### src/rtl/digit_separator.sv
// Sequential binary-to-BCD converter that runs one double-dabble iteration per clock.
// Values that need more than DIGITS digits saturate to all nines and raise overflow.
module digit_separator #(
    parameter int unsigned WIDTH  = 8,
    parameter int unsigned DIGITS = 3
) (
    input  logic                  clk,
    input  logic                  reset,
    input  logic [WIDTH-1:0]      numero,
    input  logic                  update,
    output logic [4*DIGITS-1:0]   digits,
    output logic                  overflow,
    output logic                  busy,
    output logic                  done
);

    localparam int unsigned BCD_W = 4 * DIGITS;
    localparam int unsigned CNT_W = $clog2(WIDTH + 1);
    localparam logic [CNT_W-1:0] LAST_CNT = CNT_W'(WIDTH - 1);
    localparam logic [BCD_W-1:0] ALL_NINES = {DIGITS{4'h9}};

    typedef enum logic [1:0] {
        IDLE  = 2'd0,
        SHIFT = 2'd1,
        DONE  = 2'd2
    } state_e;

    state_e             state_q, state_d;
    logic [WIDTH-1:0]   bin_q, bin_d;
    logic [BCD_W-1:0]   bcd_q, bcd_d;
    logic               ovf_flag_q, ovf_flag_d;
    logic [CNT_W-1:0]   cnt_q, cnt_d;
    logic [BCD_W-1:0]   digits_q, digits_d;
    logic               overflow_q, overflow_d;
    logic               busy_q, busy_d;
    logic               done_q, done_d;

    logic [BCD_W-1:0]   bcd_adj;
    logic [BCD_W-1:0]   bcd_shift;
    logic               carry_out;
    logic               ovf_next;

    // Add-3 correction on every working digit, then the combined left shift
    always_comb begin
        bcd_adj = bcd_q;
        for (int i = 0; i < int'(DIGITS); i++) begin
            if (bcd_q[4*i +: 4] >= 4'd5) begin
                bcd_adj[4*i +: 4] = bcd_q[4*i +: 4] + 4'd3;
            end
        end
        carry_out = bcd_adj[BCD_W-1];
        bcd_shift = {bcd_adj[BCD_W-2:0], bin_q[WIDTH-1]};
        ovf_next  = ovf_flag_q | carry_out;
    end

    // Next-state and datapath control
    always_comb begin
        state_d    = state_q;
        bin_d      = bin_q;
        bcd_d      = bcd_q;
        ovf_flag_d = ovf_flag_q;
        cnt_d      = cnt_q;
        digits_d   = digits_q;
        overflow_d = overflow_q;

        unique case (state_q)
            IDLE: begin
                if (update) begin
                    bin_d      = numero;
                    bcd_d      = '0;
                    ovf_flag_d = 1'b0;
                    cnt_d      = '0;
                    state_d    = SHIFT;
                end
            end
            SHIFT: begin
                bin_d      = bin_q << 1;
                bcd_d      = bcd_shift;
                ovf_flag_d = ovf_next;
                cnt_d      = cnt_q + CNT_W'(1);
                if (cnt_q == LAST_CNT) begin
                    digits_d   = ovf_next ? ALL_NINES : bcd_shift;
                    overflow_d = ovf_next;
                    state_d    = DONE;
                end
            end
            DONE: begin
                state_d = IDLE;
            end
            default: begin
                state_d = IDLE;
            end
        endcase

        busy_d = (state_d != IDLE);
        done_d = (state_d == DONE);
    end

    always_ff @(posedge clk or posedge reset) begin
        if (reset) begin
            state_q    <= IDLE;
            bin_q      <= '0;
            bcd_q      <= '0;
            ovf_flag_q <= 1'b0;
            cnt_q      <= '0;
            digits_q   <= '0;
            overflow_q <= 1'b0;
            busy_q     <= 1'b0;
            done_q     <= 1'b0;
        end else begin
            state_q    <= state_d;
            bin_q      <= bin_d;
            bcd_q      <= bcd_d;
            ovf_flag_q <= ovf_flag_d;
            cnt_q      <= cnt_d;
            digits_q   <= digits_d;
            overflow_q <= overflow_d;
            busy_q     <= busy_d;
            done_q     <= done_d;
        end
    end

    assign digits   = digits_q;
    assign overflow = overflow_q;
    assign busy     = busy_q;
    assign done     = done_q;

endmodule

### config.mk
export PLATFORM = sky130hd
export DESIGN_NAME = digit_separator
export DESIGN_NICKNAME = d
export VERILOG_FILES = /design/src/rtl/digit_separator.sv
export SDC_FILE = /design/constraint.sdc
export NUM_CORES = 1
export LEC_CHECK = 0
export BUFFER_PORTS_ARGS = -buffer_cell sky130_fd_sc_hd__buf_4
export CORE_UTILIZATION = 45
export CTS_BUF_LIST = sky130_fd_sc_hd__clkbuf_8
export CTS_CLUSTER_DIAMETER = 150
export CTS_CLUSTER_SIZE = 16
export DETAILED_ROUTE_END_ITERATION = 8
export PLACE_DENSITY_LB_ADDON = 0.12
export SLEW_MARGIN = 20
export SYNTH_ARGS = -nofsm -noshare
export SYNTH_HDL_FRONTEND = slang
export SYNTH_SLANG_ARGS = --single-unit
### constraint.sdc
create_clock -name clk -period 4.2 [get_ports clk]
set_input_delay 0.21 -clock clk [delete_from_list [all_inputs] [get_ports clk]]
set_output_delay 0.21 -clock clk [all_outputs]
set_load 0.01 [all_outputs]
After elaboration in Yosys (flattened, before gate mapping)
Cells that the tools add are included.
Widths: inputs -> output; s select.
{"block": "word_totals", "in_bits": 11, "output_inout_bits": 15, "regBits": 42, "word_cells": 41}
{"block": "classes", "bitwise_logic": 1, "add_sub_neg": 4, "muxes": 15, "n_eq_ne": 4, "n_lt_le_gt_ge": 3, "reduce_logical": 5}
{"op": "$mux 12", "n": 2}
{"op": "$pmux 12 s2", "n": 1}
{"op": "$mux 4", "n": 4}
{"op": "$pmux 8 s2", "n": 1}
{"op": "$add 4x2->4 const B", "n": 3}
{"op": "$ge 4x3->1 const B", "n": 3}
{"op": "$mux 8", "n": 1}
{"op": "$pmux 4 s2", "n": 1}
{"op": "$add 4x1->4 const B", "n": 1}
{"op": "$eq 4x3->1 const B", "n": 1}
{"op": "$mux 2", "n": 2}
{"op": "$pmux 2 s2", "n": 1}
{"op": "$reduce_and 2->1", "n": 2}
{"op": "$reduce_bool 2->1", "n": 2}
{"op": "$eq 2x1->1 const B", "n": 1}
{"op": "$eq 2x2->1 const B", "n": 1}
{"op": "$logic_not 2->1", "n": 1}
{"op": "$ne 2x2->1 const B", "n": 1}
{"op": "$pmux 1 s2", "n": 1}
{"op": "$mux 1", "n": 1}
{"op": "$or 1x1->1", "n": 1}

Logic depth before layout (Yosys ltp)
{"block": "depth", "depth_word": 4, "ltp_mapped": 6, "mapped_depth_nobuf": 6}

Worst setup path after synthesis
No wires, ideal clock.
{"block": "synth_timing", "path_kind": "reg2reg", "startpoint": "register bcd_q[8]", "endpoint": "register digits_q[11] (netlist: digits[11])", "t_required_ps": 4052, "setup_time_ps": 148, "arrival_ps": 1525, "slack_ps": 2527, "synth_period_minus_slack_ps": 1673, "stages_incl_launch_ff": 7, "n_path_buf": 0, "cell_sequence": "dfrtp_1 -> inv_1 -> ha_1 -> nand2b_1 -> nor3b_4 -> a2111oi_4 -> a31oi_1"}
{"block": "synth_between", "elab_chain_cells": 4, "elab_cells_between_ends": 5, "classes_between": "add/sub: 1; order compare: 1; mux: 2; bitwise: 1"}
{"element": "start, declared", "line": "30", "text": "logic [BCD_W-1:0] bcd_q, bcd_d;"}
{"element": "start signal, assigned", "line": "103", "text": "bcd_q <= '0;"}
{"element": "start signal, assigned", "line": "113", "text": "bcd_q <= bcd_d;"}
{"element": "$add 4x2->4 / $ge 4x3->1 (equally long branches)", "line": "48, 47"}
{"element": "$mux 4 *", "line": "47", "text": "if (bcd_q[4*i +: 4] >= 4'd5) begin"}
{"element": "$or 1x1->1", "line": "53", "text": "ovf_next = ovf_flag_q | carry_out;"}
{"element": "$mux 12 *", "line": "82", "text": "digits_d = ovf_next ? ALL_NINES : bcd_shift;"}
{"element": "end signal, assigned", "line": "116", "text": "digits_q <= digits_d;"}
{"element": "end, declared", "line": "33", "text": "logic [BCD_W-1:0] digits_q, digits_d;"}
Every way passes the cells marked *; elsewhere a longest branch is shown, timed or not.
A chain may end at the register's enable or synchronous reset.

Worst setup path in the final report
{"block": "layout_timing", "startpoint": "register bcd_q[8]", "endpoint": "register digits_q[7] (netlist: digits[7])"}
{"block": "layout_between", "elab_chain_cells": 4, "elab_cells_between_ends": 5, "classes_between": "add/sub: 1; order compare: 1; mux: 2; bitwise: 1"}
{"element": "$add 4x2->4 / $ge 4x3->1 (equally long branches)", "line": "48, 47"}
{"element": "$mux 4 *", "line": "47"}
{"element": "$or 1x1->1 *", "line": "53"}
{"element": "$mux 12 *", "line": "82"}
Marked as above.

==> flow_summary.yaml <==
run_status:
  status: "completed"
power_and_ir_drop:
  clockPowerShare_pct: 14.8
  pwr-share-seq_pct: 41.5
  total_power_mw: 1.784
  p_sw_uw: 710.7
  p_per_area_mw_per_mm2: 763.3
  ir_worst_vdd_v: 0.0002894
  p_comb_share_pct: 43.7
  sw_frac_of_total_pct: 39.84
  p_int_mw: 1.073
  p_leak_nw: 1.050
yosys:
  syn_area_per_cell_sq_um: 10.86
  synth_nets: 204
  yosys.area_share.xor_xnor_pct: 1.300
  syn-cell-area_sq_mm: 0.002021
  async_flop_share_pct: 100.0
  synth_fa_ha_area_share_pct: 4.334
  synth-simple-area-share_pct: 12.26
  synth_mux_area_share_pct: 0
  ys_seq_area_share_pct: 52.01
  synth.distinct_cells: 37
  synth_top_family_by_area: "compound AO/OA/AOI/OAI gates"
  synthFlopType: "dfrtp_1"
  synth-edff-count: 0
  synth_compound_area_share_pct: 25.76
  syn_inst: 186
  synth-seq-cells: 42
  synth_warnings: 0
floorplan:
  die_w_microns: 69.01
  rows: 24
  boundaryPins: 26
  die_h_microns: 69.01
  initial_core_util_pct: 46.73
  die_area_sq_mm: 0.004762
  core_sq_mm: 0.004324
worst_setup_path:
  cp-start-kind: "flop"
  critical_path_arrival_ns: 2.15
  crit_chain: "inv_1 -> ha_1 -> nand2b_1 -> nor3b_4 -> a2111oi_4 -> a31oi_1"
  cp_max_fo: 7
  critPathKind: "reg -> reg"
  critical_path.slowest_cell: "a2111oi_4"
  critPathBufInv: 1
  crit_family: "compound AO/OA/AOI/OAI gates"
  endpoint_kind: "flop"
  worstPathRequired_ns: 4.35
  slowest_delay_ns: 0.57
  r2r_slack_ns: 2.20
finish:
  drive_above_1_share_pct: 22.90
  area_delta_synth_final_pct: 15.67
  diodes: 0
  num-nets-final: 231
  layout_common_cells: "dfrtp_1, buf_4, o21ai_0"
  final_common_cell: "dfrtp_1"
  fillers: 392
place:
  post-dp-hpwl_microns: 3078
  port_buffers: 25
  place.gp.congestion: 0.7894
timing:
  final-hold-violation-count: 0
  finClkSkew_ns: 0.007271
  drv_slew: 0
  finalSetupViolCount: 0
  rsz0062_at_grt: "false"
  post-route-period-util_pct: 47.61
  min_period_ns: 1.999
  worstMarginPinSlew_ns: 0.8138
  relSlewSlack_pct: 45.64
  tns_ns: 0
  max_freq_mhz: 500.1
drt:
  wire_per_inst_microns: 16.09
  via_count: 1514
  ant_nets: 0
  firstDrtPassIters: 4
  wl_microns: 4280
  drc_errors: 0
  dr.first_iter.drc_count: 93
  routed_via_density: 5.692
global_routing:
  grt_use_total_pct: 19.45
  grt_antenna_before_repair: 0
  grt_pass1_vias: 1514
  grt_overflow_total: 0
  grt_pass1_wl_microns: 7341
  grt_max_degree: 43
clocking:
  path_clk_slew_ns: 0.08
  cts.path.max_buffers: 2
  cts_tree: "built"
  numCtsBuffers: 5
  cts_sinks: 42
  clk_latency_ns: 0.29
  cts_hold_buf: 0
  post_cts_resized: 0
  cts_setup_buffers: 0
  ctsHtreeMaxLevel: 2
  clock-root-buffer: "clkbuf_8"
hold_path:
  min_path_type: "in -> async"
run:
  drv_cap: 0
## flip-flops by register name, indices dropped and copies added (netlist names)
name,cells
done,1
ovf_flag_q,1
bcd_q,12
bin_q,8
state_q,2
cnt_q,4
busy,1
digits,12
overflow,1
## routing by layer
metal,vias up,track usage [%],part of all wire [%]
met1,739,26.86,48
met3,8,4.532,3.5
li1,725,-,-
met5,-,0,0
met4,0,7.937,2.1
met2,42,29.56,46
## power groups by stage
stage	Clock, mW	Sequential, mW	Combinational, mW
4_1_cts	0.269	0.739	0.785
3_3_place_gp	0	0.741	0.772
3_5_place_dp	0	0.746	0.782
5_1_grt	0.287	0.765	0.868
2_1_floorplan	0	0.717	0.562
6_report	0.263	0.741	0.780
## cells in the mapped netlist, types with 2 or more instances
cell,n,area (sq um)
a2111oi_4,2,55.05
a211oi_1,6,45.04
a21o_1,4,30.03
a21o_2,2,17.52
a21oi_1,9,45.04
a22o_1,4,35.03
a22o_2,3,30.03
a22oi_1,5,37.54
a31oi_1,5,31.28
a32o_1,4,40.04
and2_1,2,12.51
clkbuf_1,5,18.77
dfrtp_1,42,1051
ha_1,7,87.58
inv_1,11,41.29
nand2_1,12,45.04
nand2b_1,4,25.02
nor2_1,10,37.54
nor2b_1,3,18.77
nor3_1,4,20.02
nor3b_1,2,15.01
o21ai_0,19,95.09
o22ai_1,4,25.02
or3b_2,2,17.52
xnor2_1,3,26.28
## final cells by class
| cell class | instances | area (sq um) | share of cell area, % |
|---|---|---|---|
| flip-flops and latches | 42 | 1051 | 44.97 |
| multi-input cells | 125 | 882.1 | 37.74 |
| repair buffers | 27 | 202.7 | 8.672 |
| clock buffers | 6 | 82.58 | 3.533 |
| well taps | 52 | 65.06 | 2.784 |
| inverters | 12 | 45.04 | 1.927 |
| clock inverters | 2 | 8.758 | 0.3747 |
## cells by family after synthesis
kind of cell    after synthesis
fa+ha+maj                     7
xor+xnor                      3
compound gates               70
simple gates                 45
flops                        42
buf+inv                      19
## per-stage QoR
stage                     setup WS [ns]  util, %  area [sq um]  hold slack [ns]  std cells
after CTS                         2.206    54.05          2337          0.07123        266
after floorplan                   2.527        -          2021           0.3797        186
after global placement            2.286    51.94          2246           0.3742        258
final                             2.201    54.05          2337          0.06384        266
after detailed placement          2.228    51.94          2246           0.3913        258
after global routing              2.064    54.05          2337           0.1098        266
## worst register-to-register path, cell delays in order (launching register included)
cell and delay [ns]:
dfrtp_1 0.44, inv_1 0.14, ha_1 0.24, nand2b_1 0.12, nor3b_4 0.19, a2111oi_4 0.57, a31oi_1 0.14
## worst paths after layout
kind	cells after the start	start	end
max	6	bcd_q[8]$_DFFE_PP0P_	digits[7]$_DFFE_PP0P_
min in group clk	2	numero[0]	bin_q[0]$_DFFE_PP0P_
min	3	reset	state_q[1]$_DFF_PP0_
min reg2reg	2	overflow$_DFFE_PP0P_	overflow$_DFFE_PP0P_
max reg2reg	6	bcd_q[8]$_DFFE_PP0P_	digits[7]$_DFFE_PP0P_
max in group asynchronous	3	reset	bcd_q[0]$_DFFE_PP0P_
(Power assumes the default switching activity.)
